--- src/rtl/regfile_wb_arbiter_if.sv ---
// rtl/regfile_wb_arbiter_if.sv - writeback request and regfile write-port bundle
interface regfile_wb_arbiter_if #(
  parameter int n    = 32,
  parameter int r    = 5,
  parameter int NREQ = 3,
  parameter int CNTW = 16
);
  logic [NREQ-1:0]      req_valid;
  logic [NREQ*r-1:0]    req_addr;
  logic [NREQ*n-1:0]    req_data;
  logic [NREQ-1:0]      req_ready;
  logic                 we3;
  logic [r-1:0]         wa3;
  logic [n-1:0]         wd3;
  logic [NREQ-1:0]      wr_src;
  logic                 drop_x0;
  logic [NREQ*CNTW-1:0] grant_cnt;

  modport master (
    output req_valid, req_addr, req_data,
    input  req_ready, we3, wa3, wd3, wr_src, drop_x0, grant_cnt
  );

  modport slave (
    input  req_valid, req_addr, req_data,
    output req_ready, we3, wa3, wd3, wr_src, drop_x0, grant_cnt
  );
endinterface

--- src/rtl/regfile_wb_arbiter.sv ---
// rtl/regfile_wb_arbiter.sv - round-robin arbiter for the regfile write port
module regfile_wb_arbiter #(
  parameter int n    = 32,
  parameter int r    = 5,
  parameter int NREQ = 3,
  parameter int CNTW = 16
) (
  input  logic                clk,
  input  logic                reset,
  regfile_wb_arbiter_if.slave bus
);
  localparam int PW = (NREQ > 1) ? $clog2(NREQ) : 1;

  logic [PW-1:0]   ptr;
  logic [PW-1:0]   gidx;
  logic            found;
  logic [NREQ-1:0] grant;
  logic [r-1:0]    gaddr;
  logic [n-1:0]    gdata;
  logic [CNTW-1:0] cnt [NREQ];
  int              j;

  // Scan from ptr upward (mod NREQ); first valid requester wins.
  always_comb begin
    found = 1'b0;
    gidx  = '0;
    grant = '0;
    gaddr = '0;
    gdata = '0;
    j     = 0;
    for (int k = 0; k < NREQ; k++) begin
      j = (int'(ptr) + k) % NREQ;
      if (!found && !reset && bus.req_valid[j]) begin
        found    = 1'b1;
        gidx     = PW'(j);
        grant[j] = 1'b1;
        gaddr    = bus.req_addr[j*r +: r];
        gdata    = bus.req_data[j*n +: n];
      end
    end
  end

  assign bus.req_ready = grant;

  always_ff @(posedge clk) begin
    if (reset) begin
      ptr         <= '0;
      bus.we3     <= 1'b0;
      bus.wa3     <= '0;
      bus.wd3     <= '0;
      bus.wr_src  <= '0;
      bus.drop_x0 <= 1'b0;
      for (int i = 0; i < NREQ; i++) cnt[i] <= '0;
    end else begin
      bus.we3     <= 1'b0;
      bus.drop_x0 <= 1'b0;
      if (found) begin
        ptr <= (gidx == PW'(NREQ - 1)) ? '0 : gidx + 1'b1;
        for (int i = 0; i < NREQ; i++)
          if (grant[i]) cnt[i] <= cnt[i] + 1'b1;
        // Writes to reg 0 still count as accepted but never reach the regfile.
        if (gaddr != '0) begin
          bus.we3    <= 1'b1;
          bus.wa3    <= gaddr;
          bus.wd3    <= gdata;
          bus.wr_src <= grant;
        end else begin
          bus.drop_x0 <= 1'b1;
        end
      end
    end
  end

  for (genvar g = 0; g < NREQ; g++) begin : g_cnt
    assign bus.grant_cnt[g*CNTW +: CNTW] = cnt[g];
  end
endmodule
--- src/flat_wrapper.sv ---
// flat-port wrapper written by rule: the top's interface ports become plain ports
module regfile_wb_arbiter_flat 
#(
  parameter int n    = 32,
  parameter int r    = 5,
  parameter int NREQ = 3,
  parameter int CNTW = 16
)
  (clk, reset, bus_req_valid, bus_req_addr, bus_req_data, bus_req_ready, bus_we3, bus_wa3, bus_wd3, bus_wr_src, bus_drop_x0, bus_grant_cnt);
  regfile_wb_arbiter_if #(.n(n), .r(r), .NREQ(NREQ), .CNTW(CNTW)) bus_i ();
  input  logic clk;
  input  logic reset;
  input wire logic [$bits(bus_i.req_valid)-1:0] bus_req_valid;
  input wire logic [$bits(bus_i.req_addr)-1:0] bus_req_addr;
  input wire logic [$bits(bus_i.req_data)-1:0] bus_req_data;
  output wire logic [$bits(bus_i.req_ready)-1:0] bus_req_ready;
  output wire logic [$bits(bus_i.we3)-1:0] bus_we3;
  output wire logic [$bits(bus_i.wa3)-1:0] bus_wa3;
  output wire logic [$bits(bus_i.wd3)-1:0] bus_wd3;
  output wire logic [$bits(bus_i.wr_src)-1:0] bus_wr_src;
  output wire logic [$bits(bus_i.drop_x0)-1:0] bus_drop_x0;
  output wire logic [$bits(bus_i.grant_cnt)-1:0] bus_grant_cnt;
  assign bus_i.req_valid = bus_req_valid;
  assign bus_i.req_addr = bus_req_addr;
  assign bus_i.req_data = bus_req_data;
  assign bus_req_ready = bus_i.req_ready;
  assign bus_we3 = bus_i.we3;
  assign bus_wa3 = bus_i.wa3;
  assign bus_wd3 = bus_i.wd3;
  assign bus_wr_src = bus_i.wr_src;
  assign bus_drop_x0 = bus_i.drop_x0;
  assign bus_grant_cnt = bus_i.grant_cnt;
  regfile_wb_arbiter #(.n(n), .r(r), .NREQ(NREQ), .CNTW(CNTW)) u_core (.clk(clk), .reset(reset), .bus(bus_i));
endmodule
--- config.mk ---
export PLATFORM = sky130hd
export DESIGN_NAME = regfile_wb_arbiter_flat
export DESIGN_NICKNAME = d
export VERILOG_FILES = /design/src/rtl/regfile_wb_arbiter_if.sv /design/src/rtl/regfile_wb_arbiter.sv /design/src/flat_wrapper.sv
export SDC_FILE = /design/constraint.sdc
export NUM_CORES = 1
export LEC_CHECK = 0
export BUFFER_PORTS_ARGS = -buffer_cell sky130_fd_sc_hd__clkbuf_2
export CAP_MARGIN = 15
export CORE_MARGIN = 5
export CORE_UTILIZATION = 38
export CTS_BUF_LIST = sky130_fd_sc_hd__clkbuf_8
export CTS_CLUSTER_SIZE = 16
export DETAILED_ROUTE_END_ITERATION = 16
export SYNTH_ARGS = -nofsm -noshare
export SYNTH_HDL_FRONTEND = slang
export SYNTH_SLANG_ARGS = --single-unit
--- constraint.sdc ---
create_clock -name clk -period 6.4 [get_ports clk]
set_input_delay 0.64 -clock clk [delete_from_list [all_inputs] [get_ports clk]]
set_output_delay 0.64 -clock clk [all_outputs]
set_load 0.01 [all_outputs]
---- Yosys cells after proc, flatten, opt, wreduce, memory -nomap -nowiden ----
Memories as Yosys holds them, arrays and structs flattened.
Cells that the tools add are included.
operators by class
  reduce and logical (&&, ||, !) cells .... 14
  shifts and indexed selects .............. 6
  multiply operators ...................... 3
  add/sub/neg operators ................... 6
  bitwise logic cells ..................... 6
  div/mod/pow operators ................... 3
  muxes and demuxes ....................... 50
  equality and inequality tests ........... 1
  $lt $le $gt $ge ......................... 6
operators by type and width
  operator                                                 number
  indexed part select 96 x 32 -> 32 bit                    3
  >= comparator 32 x 1 -> 1 bit (second input constant)    3
  < comparator 32 x 4 -> 1 bit (second input constant)     3
  multiplier 32 x 4 -> 32 bit (second input constant)      3
  two-way mux 32 bit                                       3
  indexed part select 15 x 32 -> 5 bit                     3
  remainder unit 32 x 3 -> 32 bit (second input constant)  2
  adder 16 x 1 -> 16 bit (second input constant)           3
  two-way mux 16 bit                                       3
  remainder unit 3 x 3 -> 32 bit (second input constant)   1
  two-way mux 1 bit                                        28
  two-way mux 5 bit                                        3
  two-way mux 3 bit                                        3
  logical AND 1 bit                                        8
  two-way mux 2 bit                                        4
  binary-select mux 1 bit (select 2 bit)                   3
  demux 1 bit (select 2 bit)                               3
  bitwise OR 3 bit                                         2
  nonzero test 5 bit                                       1
  adder 2 x 1 -> 3 bit (second input constant)             1
  adder 2 x 2 -> 3 bit (second input constant)             1
  zero test 1 bit                                          3
  bitwise OR 1 bit                                         3
  adder 2 x 1 -> 2 bit (second input constant)             1
  other kinds (4)                                          4
word-level totals
  bits in latches ......................... 0
  memories kept ........................... 1
  memory bits (read-only) ................. 0
  logic and storage cells ................. 102
  memory bits (writable) .................. 48
  output and inout bits ................... 93
  flip-flop bits (word level) ............. 44
  bits of input ports ..................... 116
memory list
  name        depth  bits a word  rd ports  clocked after memory_dff  wr ports  RTL line                  RTL
  u_core.cnt  3      16           3         0                         3         regfile_wb_arbiter.sv:20  logic [CNTW-1:0] cnt [NREQ];

---- Logic depth before layout (Yosys ltp) ----
  depth in word-level cells ............... 19
  depth in mapped cells ................... 20
  depth with buffers taken out ............ 16

---- Worst setup path before layout ----
OpenSTA, ideal clock, no wires.
  path kind ............................... reg2reg
  from .................................... register u_core.ptr[1]
  to ...................................... register u_core.bus.wd3[28]
  path buffers ............................ 5
  clock period less this slack ............ 4.473 ns
  arrival ................................. 4.351 ns
  path slack .............................. 1.927 ns
  stages on the path, launching flop included .. 18
  library setup time ...................... 0.121 ns
  data required time ...................... 6.279 ns
  cells stage by stage .................... dfxtp_1 -> inv_1 -> ha_1 -> inv_2 -> buf_1 -> buf_1 -> buf_1 -> o211ai_1 -> fa_1 -> xor2_1 -> xnor2_1 -> or4b_2 -> a21oi_1 -> nor3b_1 -> and3_4 -> buf_8 -> buf_12 -> mux2_4
between the ends
  cells in the longest elaborated chain, start to end .. 16
  elaborated cells on any way between the ends .. 41
  those cells by class .................... add/sub (2); mul (3); div (3); shift (6); mux (18); reduce/logical (9)
ends and longest elaborated chain
  element                                                                   RTL line                     RTL
  from (decl)                                                               regfile_wb_arbiter.sv:14     logic [PW-1:0] ptr;
  from (signal assigned)                                                    regfile_wb_arbiter.sv:58     ptr <= (gidx == PW'(NREQ - 1)) ? '0 : gidx + 1'b1;
  branches (longest 16 deep; another with remainder unit 32 x 3 -> 32 bit)  n/a
  to (signal assigned)                                                      regfile_wb_arbiter.sv:65     bus.wd3 <= gdata;
  to (decl)                                                                 regfile_wb_arbiter_if.sv:26  output req_ready, we3, wa3, wd3, wr_src, drop_x0, grant_cnt
Several ways; the timed one is not identified. The select of a mux whose other input is x is not followed.
A chain may end at the register's enable or synchronous reset.

---- Final worst setup path ----
  from .................................... register u_core.ptr[1]
  to ...................................... register u_core.bus.wd3[8]
Same word-level chain as after synthesis.

==> out/results.ini <==
[synth]
ys_seq_elements=92
synth_nets=1051
yosys_warnings=0
yosysSeqAreaShare_pct=30.00
postSynthAreaPerCell_um2=8.422
synth_edf_count=48
synth_cell_types=62
synthFlopType=edfxtp_1
netlist_instances=919
synthesis.area_um2=7740
synthArstFlopShare_pct=0

[final_layout]
final_common_cell=clkbuf_2
antenna_cells=0
utilization_pct=45.38
final_layout_size_suffix_gt1_share_pct=27.51
mostFrequentLayoutCells=clkbuf_2 (208), nor2_1 (132), mux2i_1 (112)
areaGrowthSynthToFinish_pct=18.25
nFillCells=2025
multi_input_area_um2=5099
regArea_um2=2322
nNetsFinal=1214

[pwr]
p_leak_nw=3.611
ir_worst_vdd_mv=0.09535
power-per-cell-area_nw_per_um2=297.8

[setup_path]
crit_path_end_kind=flip-flop
slowest_delay_ns=0.66
arrival_ns=5.03
critical_path_class=reg2reg
r2r_cells=15
crit_slowest_cell=ha_1
cpMostUsedCell=inv_1
crit_required_ns=6.67
worstPathCellList=inv_1 -> ha_1 -> and2b_1 -> nand2_1 -> inv_1 -> ha_1 -> inv_1 -> fa_1 -> xor2_1 -> o2111ai_1 -> nor3_1 -> or4_4 -> a22oi_2 -> and3_4 -> mux2_2
r2r_end=u_core.bus.wd3[8]$_SDFFE_PP0P_
worstSetupStartpointType=flip-flop
r2r_setup_slack_ns=1.64
r2r-start=u_core.ptr[1]$_SDFFE_PP0N_
path_delay_family=simple AND/OR/NAND/NOR gates
cp_num_buf_inv=3
worstPathMaxFanout=39

[status]
status=finished clean

[placed_design]
io_buffer_count=208
dp_hpwl_um=16840
gp_congestion=0.8705

[global_routing]
grt.overflow.total=0
grt_max_degree=58
groute.usage.overall_pct=19.79
grt_pass1_vias=7261
antenna_found_initial=0
grt_first_pass_wirelength_um=38360

[clock_network]
cts-hold-fix-buffers=0
cts_sinks=92
clk-insertion-delay-late_ns=0.38
clockRootBuffer=clkbuf_8
cts_made_buffers=9
cts_tree=done
clk_path_buf_depth=2
cts_max_level=3
clk_pin_slew_ns=0.09
cts_resized=0
cts_setup_buffers=0

[sta]
clock.fmax_mhz=210.0
slew_headroom_pct=29.36
slew_viol_final=0
worstMarginPinSlew_ns=1.057
period_needed_ns=4.762
rsz0062_at_grt=no
period_share_pct=74.40
setup_viol=0
setup_tns_ns=0
hold_viol=0
clock_skew_ns=0.01692

[drt]
drt_iter0_markers=483
final_antenna_net_count=0
viasPerCell=5.354
routedWlPerCell_um=17.39
via_count=7265
drt-pass1-iter-count=5
routed_wl_um=23590
drc=0

[die]
start_util_pct=38.37
die_h_um=152.7
ios=209
num_rows=52
core_area_um2=20170
die_w_um=152.7
dieArea_um2=23320

[min_path]
holdPathStages=2
hold_path_end=u_core.bus.wa3[3]$_SDFFE_PP0P_
min_from=u_core.bus.wa3[3]$_SDFFE_PP0P_
min_path_type=reg2reg

[run]
cap_violations=0

-- final cells by class --
type / count / share of cell area (%)
Clock buffer: 9 / 1.353
Clock inverter: 7 / 0.9706
Inverter: 16 / 0.6562
Multi-Input combinational cell: 746 / 55.71
Sequential cell: 92 / 25.37
Tap cell: 270 / 3.691
Timing Repair Buffer: 217 / 12.25
-- registers in the layout, summed over array words and instances (netlist names) --
signal	count
u_core.bus.wa3	5
u_core.ptr	2
u_core.cnt	48
u_core.bus.we3	1
u_core.bus.wd3	32
u_core.bus.wr_src	3
u_core.bus.drop_x0	1
-- metal layers --
| layer | vias to the layer above | part of all wire (%) | GRT usage [%] |
|---|---|---|---|
| met5 | - | 0 | 0 |
| met4 | 0 | 1.5 | 6.406 |
| met3 | 27 | 6.1 | 3.749 |
| met2 | 235 | 47 | 32.12 |
| met1 | 3384 | 46 | 26.66 |
| li1 | 3619 | - | - |
-- worst min-delay path, stage by stage (launching register included) --
cell,delay (ns)
dfxtp_1,0.32
nand2_1,0.06
o21ai_1,0.05
-- through the flow --
stage	cell area, µm²	power [W]	hold WS [ns]	instances	worst slack [ns]
2_1_floorplan	7740	0.001885	0.4726	919	1.927
3_3_place_gp	8920	0.002295	0.4466	1340	1.656
3_5_place_dp	8920	0.002311	0.4543	1340	1.572
4_1_cts	9133	0.002752	0.4671	1356	1.567
5_1_grt	9153	0.002925	0.4978	1357	1.274
6_report	9153	0.002725	0.4627	1357	1.638
-- worst max path at each step --
stage / start / endpoint / slack, ns / cells after the start
floorplan: u_core.ptr[1]$_SDFFE_PP0N_ / u_core.bus.wd3[28]$_SDFFE_PP0P_ / 1.93 / 17
global placement: u_core.ptr[1]$_SDFFE_PP0N_ / u_core.bus.wd3[17]$_SDFFE_PP0P_ / 1.66 / 15
detailed placement: u_core.ptr[1]$_SDFFE_PP0N_ / u_core.bus.wd3[21]$_SDFFE_PP0P_ / 1.57 / 15
CTS: u_core.ptr[1]$_SDFFE_PP0N_ / u_core.bus.wd3[12]$_SDFFE_PP0P_ / 1.57 / 15
global route: u_core.ptr[1]$_SDFFE_PP0N_ / u_core.bus.wd3[8]$_SDFFE_PP0P_ / 1.27 / 15
finish: u_core.ptr[1]$_SDFFE_PP0N_ / u_core.bus.wd3[8]$_SDFFE_PP0P_ / 1.64 / 15
-- cells by family (layout without fill, tap and decap cells) --
group | after synthesis | after routing | share of synthesized area, %
xor gates and xnor gates | 46 | 46 | 5.205
AOI/OAI and AO/OA | 177 | 177 | 14.48
adders and majority gates | 16 | 16 | 2.781
DFF | 92 | 92 | 30.00
buffers and inverters | 81 | 249 | 4.736
and+or+nand+nor | 349 | 349 | 20.69
muxes | 158 | 158 | 22.10
-- cells in the mapped netlist, types with 18 or more instances --
cell type    n  area share [%]
a21oi_1     71             4.6
clkbuf_1    38             1.8
dfxtp_1     44              11
edfxtp_1    48              19
mux2_2      35             5.1
mux2i_1    112              14
nand2_1     95             4.6
nand3_1     30             1.9
nor2_1     135             6.5
nor2b_1     41             3.3
o21ai_0     43             2.8
o221ai_1    32             3.6
xnor2_1     18             2.0
xor2_1      28             3.2
-- power breakdown --
group          total [W]  internal [W]  switching [W]
combinational    0.00136      0.000569       0.000794
clock           0.000430      0.000191       0.000239
sequential      0.000932      0.000799       0.000133
total            0.00273       0.00156        0.00117
No activity file was read; power rests on OpenSTA's default activity.
